$ cat config.mk
export PLATFORM = sky130hd
export DESIGN_NAME = reg_file_mp_flat
export DESIGN_NICKNAME = d
export VERILOG_FILES = /design/src/rtl/reg_file_mp_if.sv /design/src/rtl/reg_file_mp.sv /design/src/flat_wrapper.sv
export SDC_FILE = /design/constraint.sdc
export NUM_CORES = 1
export LEC_CHECK = 0
export ABC_CLOCK_PERIOD_IN_PS = 2600
export BUFFER_PORTS_ARGS = -buffer_cell sky130_fd_sc_hd__buf_4
export CAP_MARGIN = 30
export CORE_MARGIN = 8
export CORE_UTILIZATION = 50
export DETAILED_ROUTE_END_ITERATION = 7
export PLACE_DENSITY_LB_ADDON = 0.05
export SLEW_MARGIN = 5
export SYNTH_ARGS = -nofsm -noshare
export SYNTH_HDL_FRONTEND = slang
export SYNTH_SLANG_ARGS = --single-unit
$ cat constraint.sdc
create_clock -name clk -period 2.6 [get_ports clk]
set_input_delay 0.39 -clock clk [delete_from_list [all_inputs] [get_ports clk]]
set_output_delay 0.39 -clock clk [all_outputs]
set_load 0.03 [all_outputs]
$ cat src/rtl/reg_file_mp_if.sv
// rtl/reg_file_mp_if.sv - write/read/clear bus of the multi-port register file
interface reg_file_mp_if #(
  parameter int DW = 8,
  parameter int AW = 4
);
  logic          wr_en;
  logic [AW-1:0] wr_addr;
  logic [DW-1:0] dat_in;
  logic [AW-1:0] rd_addrA;
  logic [AW-1:0] rd_addrB;
  logic [DW-1:0] datA_out;
  logic [DW-1:0] datB_out;
  logic          validA;
  logic          validB;
  logic          clr_req;
  logic          busy;
  logic          clr_done;

  modport master (
    output wr_en, wr_addr, dat_in, rd_addrA, rd_addrB, clr_req,
    input  datA_out, datB_out, validA, validB, busy, clr_done
  );

  modport slave (
    input  wr_en, wr_addr, dat_in, rd_addrA, rd_addrB, clr_req,
    output datA_out, datB_out, validA, validB, busy, clr_done
  );
endinterface

$ cat src/rtl/reg_file_mp.sv
// rtl/reg_file_mp.sv - 1W2R register file with valid bits, optional bypass and bulk clear
module reg_file_mp #(
  parameter int DW       = 8,
  parameter int AW       = 4,
  parameter int BYPASS   = 1,
  parameter int ZERO_REG = 0
) (
  input  logic         clk,
  input  logic         reset_n,
  reg_file_mp_if.slave bus
);
  localparam int            DEPTH = 2 ** AW;
  localparam logic [AW-1:0] LAST  = AW'(DEPTH - 1);

  typedef enum logic {IDLE = 1'b0, CLEAR = 1'b1} state_t;

  state_t           state;
  state_t           state_nxt;
  logic [AW-1:0]    ptr;
  logic [DW-1:0]    mem [DEPTH];
  logic [DEPTH-1:0] valid;
  logic             clr_done_q;
  logic             sweep_end;
  logic             wr_fire;
  logic             byp_live;

  always_ff @(posedge clk or negedge reset_n) begin
    if (!reset_n) state <= IDLE;
    else          state <= state_nxt;
  end

  always_comb begin
    state_nxt = state;
    sweep_end = 1'b0;
    case (state)
      IDLE:  if (bus.clr_req) state_nxt = CLEAR;
      CLEAR: if (ptr == LAST) begin
        sweep_end = 1'b1;
        state_nxt = IDLE;
      end
      default: state_nxt = IDLE;
    endcase
  end

  assign wr_fire  = (state == IDLE) && bus.wr_en &&
                    !((ZERO_REG != 0) && (bus.wr_addr == '0));
  assign byp_live = (BYPASS != 0) && (state == IDLE) && bus.wr_en;

  // ptr sits at 0 throughout IDLE, so entering CLEAR always starts the sweep at entry 0
  always_ff @(posedge clk or negedge reset_n) begin
    if (!reset_n) begin
      for (int i = 0; i < DEPTH; i++) mem[i] <= '0;
      valid      <= '0;
      ptr        <= '0;
      clr_done_q <= 1'b0;
    end else begin
      clr_done_q <= sweep_end;
      if (state == IDLE) begin
        if (wr_fire) begin
          mem[bus.wr_addr]   <= bus.dat_in;
          valid[bus.wr_addr] <= 1'b1;
        end
        ptr <= '0;
      end else begin
        mem[ptr]   <= '0;
        valid[ptr] <= 1'b0;
        ptr        <= ptr + 1'b1;
      end
    end
  end

  // Hardwired-zero entry takes priority over forwarding
  always_comb begin
    bus.datA_out = mem[bus.rd_addrA];
    bus.validA   = valid[bus.rd_addrA];
    if (byp_live && (bus.rd_addrA == bus.wr_addr)) begin
      bus.datA_out = bus.dat_in;
      bus.validA   = 1'b1;
    end
    if ((ZERO_REG != 0) && (bus.rd_addrA == '0)) begin
      bus.datA_out = '0;
      bus.validA   = 1'b1;
    end
  end

  always_comb begin
    bus.datB_out = mem[bus.rd_addrB];
    bus.validB   = valid[bus.rd_addrB];
    if (byp_live && (bus.rd_addrB == bus.wr_addr)) begin
      bus.datB_out = bus.dat_in;
      bus.validB   = 1'b1;
    end
    if ((ZERO_REG != 0) && (bus.rd_addrB == '0)) begin
      bus.datB_out = '0;
      bus.validB   = 1'b1;
    end
  end

  assign bus.busy     = (state == CLEAR);
  assign bus.clr_done = clr_done_q;
endmodule

$ cat src/flat_wrapper.sv
// flat-port wrapper written by rule: the top's interface ports become plain ports
module reg_file_mp_flat 
#(
  parameter int DW       = 8,
  parameter int AW       = 4,
  parameter int BYPASS   = 1,
  parameter int ZERO_REG = 0
)
  (clk, reset_n, bus_wr_en, bus_wr_addr, bus_dat_in, bus_rd_addrA, bus_rd_addrB, bus_clr_req, bus_datA_out, bus_datB_out, bus_validA, bus_validB, bus_busy, bus_clr_done);
  reg_file_mp_if #(.DW(DW), .AW(AW)) bus_i ();
  input  logic clk;
  input  logic reset_n;
  input wire logic [$bits(bus_i.wr_en)-1:0] bus_wr_en;
  input wire logic [$bits(bus_i.wr_addr)-1:0] bus_wr_addr;
  input wire logic [$bits(bus_i.dat_in)-1:0] bus_dat_in;
  input wire logic [$bits(bus_i.rd_addrA)-1:0] bus_rd_addrA;
  input wire logic [$bits(bus_i.rd_addrB)-1:0] bus_rd_addrB;
  input wire logic [$bits(bus_i.clr_req)-1:0] bus_clr_req;
  output wire logic [$bits(bus_i.datA_out)-1:0] bus_datA_out;
  output wire logic [$bits(bus_i.datB_out)-1:0] bus_datB_out;
  output wire logic [$bits(bus_i.validA)-1:0] bus_validA;
  output wire logic [$bits(bus_i.validB)-1:0] bus_validB;
  output wire logic [$bits(bus_i.busy)-1:0] bus_busy;
  output wire logic [$bits(bus_i.clr_done)-1:0] bus_clr_done;
  assign bus_i.wr_en = bus_wr_en;
  assign bus_i.wr_addr = bus_wr_addr;
  assign bus_i.dat_in = bus_dat_in;
  assign bus_i.rd_addrA = bus_rd_addrA;
  assign bus_i.rd_addrB = bus_rd_addrB;
  assign bus_i.clr_req = bus_clr_req;
  assign bus_datA_out = bus_i.datA_out;
  assign bus_datB_out = bus_i.datB_out;
  assign bus_validA = bus_i.validA;
  assign bus_validB = bus_i.validB;
  assign bus_busy = bus_i.busy;
  assign bus_clr_done = bus_i.clr_done;
  reg_file_mp #(.DW(DW), .AW(AW), .BYPASS(BYPASS), .ZERO_REG(ZERO_REG)) u_core (.clk(clk), .reset_n(reset_n), .bus(bus_i));
endmodule
# == Word level (Yosys, flattened, before mapping) ==
# Index checks and enable logic that the tools add are counted.
# word_totals
reg_bits,150
inputBits,24
output_inout_bits,20
word_cells,87
# classes
add_sub_neg,1
order_cmp,12
n_eq_ne,3
mux,33
bitwise,10
n_reduce_logical,8
# ops
op,n
two-way mux 128 bit,2
AND 128 bit,1
bitwise mux 128 bit,1
NOT 128 bit,1
binary-select mux 8 bit (select 4 bit),2
demux 8 bit (select 4 bit),2
two-way mux 8 bit,8
two-way mux 16 bit,2
greater-or-equal comparator 5 bit (second input constant),4
less-than comparator 4 x 5 -> 1 bit (second input constant),4
NOT 4 -> 5 bit,4
AND 16 bit,1
NOT 16 bit,1
bitwise OR 16 bit,1
less-than comparator 5 x 1 -> 1 bit (second input constant),2
two-way mux 1 bit,10
binary-select mux 1 bit (select 4 bit),2
demux 1 bit (select 4 bit),2
equality test 4 bit,2
greater-or-equal comparator 4 x 1 -> 1 bit (second input constant),2
logical AND 1 bit,7
adder 4 x 1 -> 4 bit (second input constant),1
equality test 4 bit (second input constant),1
two-way mux 4 bit,1
3 further kinds,3

# == Longest topological paths before layout ==
# depth
word_depth,8
depth_mapped,7
mapped_depth_nobuf,6

# == Worst setup path after synthesis ==
# OpenSTA, ideal clock, no wires.
# synth_timing
path_type,input to output
startpoint,input bus_rd_addrA[3]
endpoint,output bus_datA_out[6]
arrival_time_ns,1.769
t_required_ns,2.210
setup_slack_ns,0.441
cell_stages,6
path_buffers,2
cell_sequence,buf_2 clkbuf_1 mux4_2 mux2i_1 mux2i_1 mux2_2
# synth_between
elab_chain_len,5
elab_cells_between_ends,7
cone_classes,1 x eq/ne; 4 x mux; 1 x bitwise; 1 x reduce/logical
# synth_lines
item,line_no,source
"start, declared",flat_wrapper.sv:16,input wire logic [$bits(bus_i.rd_addrA)-1:0] bus_rd_addrA;
NOT 4 -> 5 bit (implied by the code),reg_file_mp.sv:74,bus.datA_out = mem[bus.rd_addrA];
binary-select mux 8 bit (select 4 bit),reg_file_mp.sv:74,
two-way mux 8 bit (implied by the code) (2 in series),reg_file_mp.sv:74,
two-way mux 8 bit *,reg_file_mp.sv:76,if (byp_live && (bus.rd_addrA == bus.wr_addr)) begin
"end, declared",flat_wrapper.sv:19,output wire logic [$bits(bus_i.datA_out)-1:0] bus_datA_out;
# Mark *: on every way between the ends. The rest lies on a longest branch, timed or not. The select of a mux whose other input is x is not followed.

# == Worst setup path in the final report ==
# layout_timing
startpoint,register u_core.mem[1] in the netlist's numbering
endpoint,output bus_datA_out[1]
# layout_between
elab_chain_len,4
# layout_lines
item,line_no,source
"start, declared",reg_file_mp.sv:20,logic [DW-1:0] mem [DEPTH];
"start signal, assigned by index",reg_file_mp.sv:60,mem[bus.wr_addr] <= bus.dat_in;
binary-select mux 8 bit (select 4 bit),reg_file_mp.sv:74,
two-way mux 8 bit (implied by the code) (2 in series),reg_file_mp.sv:74,
two-way mux 8 bit,reg_file_mp.sv:76,
# No other way between the ends. The select of a mux whose other input is x is not followed.

==> flow_summary.yaml <==
sta:
  worstMarginPinSlew_ps: 703
  fmaxAchievable_mhz: 389
  finalMaxSlewViolations: 0
  finalSetupViolCount: 0
  finClkSkew_ps: 8.48
  setup_tns_ps: 0
  finalCriticalPeriod_ps: 2570
  setup_slack_ps: 29.3
  final-hold-violation-count: 0
  finalCritPeriodShare_pct: 98.9
  grt_setup_unrepaired: "true"
  slew_headroom_pct: 53.1
critical_path:
  type_of_origin_of_the_critical_path: "register"
  maximum_fanout_encountered_on_the_critical_timing_path: 4
  cell_breakdown_of_the_critical_path: "mux4_1 -> mux2i_1 -> mux2i_1 -> mux2_2 -> buf_4"
  critical_path.reg2reg.startpoint: "u_core.bus.busy"
  timing.critical_path.required_ps: 2210
  timing.critical_path.buf_inv: 1
  crit_path_frequent_cell: "mux2i_1"
  timing.critical_path.max_delay_family: "multiplexers"
  worst-endpoint-arrival_ps: 2180
  setup.worst_path.end_class: "output port"
  critPathMaxStageDelay_ps: 520
  critPathLaunch: "u_core.mem[1]"
  critical_path.slowest_cell: "mux4_1"
  worst-setup-path-type: "register to output port"
outcome:
  status: "complete, no violations"
cells_and_area:
  storage_element_area_sq_mm: 0.00375
  top_library_cells_by_usage_in_the_layout_fill_and_taps_aside: "154 x nand2_1, 149 x dfrtp_1, 69 x buf_4"
  post_route_cells_drive_above_1_share_pct: 26.1
  final_area_sq_mm: 0.0102
  final_common_cell: "nand2_1"
  stdcell_count: 1010
  antenna-diode-count: 0
  final_net_count: 800
  fill_cell_count: 1420
  multi_input_comb_area_sq_mm: 0.00463
  flow.area_growth_from_synthesis_pct: 16.6
floorplanning:
  placementRows: 48
  fp.coreArea_sq_mm: 0.0172
  top_level_ports: 44
  die_area_sq_mm: 0.0220
  initial_core_util_pct: 50.9
  x_dimension_of_the_die_um: 148
  die-height_um: 148
route:
  dr_total_vias: 6725
  finalWirelength_um: 27400
  firstDrtPassIters: 4
  remaining_drc_errors: 0
  drt.antenna.violating_nets: 0
  post_drt_wl_per_cell_um: 27.1
  starting_drt_drc_count: 825
  drt-vias-per-instance: 6.66
grt:
  grtUsageMet2_pct: 35.5
  grt_pass1_wl_um: 41300
  grt_start_max_net_pins: 59
  gr-usage-all-layers_pct: 25.3
  first_global_vias: 6601
  grt.met3_usage_pct: 5.59
  grt_antenna_before_repair: 0
  global_route.usage.met1_pct: 37.2
  busiest_layer_in_global_routing: "met1"
  grt-ovfl-total: 0
clock_network:
  tritoncts_clock_tree: "built"
  clk_pin_slew_worst_paths_ps: 60
  cts_inserted_buffers: 17
  latest_clock_arrival_within_the_worst_skew_pair_ps: 430
  clock-sinks: 150
  cts-root-buf: "clkbuf_16"
  clock_tree.htree_level_count: 4
  clock_path_buffers: 2
synth:
  ffs_w_async_s_r_synth_pct: 100
  post-synth-top-area-cell: "dfrtp_1"
  postSynth.topFlopCell: "dfrtp_1"
  synth.cell_area_sq_mm: 0.00875
  synth_warnings: 0
  synth_top_cells_by_area: "dfrtp_1 43%, mux4_1 17%, nand2_1 6.7%"
  synth_seq_cells: 150
  synth_cells: 721
  synth_sequential_area_ratio_pct: 42.9
  synth_area_per_cell_sq_um: 12.1
  synth_fp_nets: 749
  synthDominantCellAreaShare_pct: 42.9
  post_synth_edffs: 0
  synth_cell_type_count: 40
place:
  detailed_place.area_sq_mm: 0.00942
  post_detailed_placement_half_perimeter_wirelength_um: 18400
  detailedPlace.worstSlack_ps: -4.01
  globalplace.congestion: 0.866
  port_buffers: 43
  cell_count_after_placement: 967
power_and_ir_drop:
  static-leakage-power_nw: 4.76
  worst_supply_voltage_drop_on_vdd_mv: 0.525
  powerDensity_mw_per_mm2: 935
worst_hold_path:
  hold_path.class: "input port to register"
  hold_path_startpoint: "bus_clr_req"
flow_run:
  max_cap_viol_count: 0
## layer usage
layer  wire length (um)  vias to the layer above  part of all wire (%)
met1              12100                     3450                    44
met5                  0                        -                     0
met2              12000                      415                    44
met3               2540                       44                   9.3
li1                   -                     2816                     -
met4                723                        0                   2.6
## flip-flops by register name, summed over array words and instances, names as in the netlist
register	cells
u_core.mem	128
u_core.valid	16
u_core.ptr	4
u_core.bus.busy	1
u_core.bus.clr_done	1
## layout make-up
| type | instances | area share, % |
|---|---|---|
| multi-input cells | 507 | 45.4 |
| flip-flops and latches | 150 | 36.8 |
| repair buffers | 91 | 8.66 |
| clock buffers | 21 | 4.51 |
| well taps | 225 | 2.76 |
| clock inverters | 11 | 1.69 |
| inverters | 5 | 0.184 |
## logic make-up after synthesis
logic type | count (synthesis) | synth area share (%)
AOI/OAI and AO/OA | 159 | 12.4
xor gates and xnor gates | 10 | 1.00
adders and majority gates | 4 | 0.572
buffers and inverters | 64 | 3.93
DFF | 150 | 42.9
muxes | 138 | 29.0
and+or+nand+nor | 196 | 10.1
## synth_stat cells, types with 3 or more instances
cell / count
dfrtp_1: 150
mux4_2: 18
and2_1: 3
a21oi_2: 4
buf_4: 7
a21oi_1: 11
mux2_2: 16
ha_1: 4
a221oi_1: 8
a22o_1: 56
o21ai_1: 5
buf_2: 14
a21o_1: 15
nand2_1: 155
inv_1: 4
nor2_2: 8
buf_6: 8
mux2i_1: 48
buf_1: 8
mux4_1: 56
nor2_1: 7
xnor2_1: 7
clkbuf_1: 22
xor2_1: 3
o21ai_0: 60
nand2b_1: 3
## timing repair
| item | in CTS | in global routing |
|---|---|---|
| cloned | 0 | 2 |
| hold buffers | 1 | 0 |
| pin swaps | 0 | 0 |
| buffers inserted | 0 | 8 |
| setup endpoints to repair | 10 | 15 |
| endpoints found under the hold margin | 56 | 0 |
| gates resized for setup | 13 | 30 |
## power breakdown
group          switching, W  leakage (nW)  total [W]  internal (W)
clock               0.00101         0.296    0.00267       0.00166
sequential         0.000664          2.03    0.00374       0.00307
combinational       0.00168          2.43    0.00313       0.00145
total               0.00336          4.76    0.00954       0.00619
## final timing paths
check | depth (start not counted) | endpoint | slack, ps
worst max-delay path | 5 | bus_datA_out[1] | 30
worst min-delay path | 3 | u_core.bus.busy | 180
worst max register to register | 6 | u_core.mem[7] | 470
worst min register to register | 1 | u_core.valid[5] | 490
max in group asynchronous | 3 | u_core.mem[51] | 1380
min in group asynchronous | 2 | u_core.mem[20] | 500
## worst min-delay path: cells and delay by family
family / cells / cell delay [ps]
buffers and inverters: 1 / 80
and+or+nand+nor: 2 / 100
## per-stage QoR
stage / power [W] / hold WS [ps] / util [%]
3_3_place_gp: 0.00661 / 407 / 54.8
5_1_grt: 0.00998 / 166 / 59.4
2_1_floorplan: 0.00557 / 94.4 / -
6_report: 0.00954 / 178 / 59.4
4_1_cts: 0.00943 / 168 / 58.6
3_5_place_dp: 0.00672 / 408 / 54.8
No activity file was read; power rests on OpenSTA's default activity.
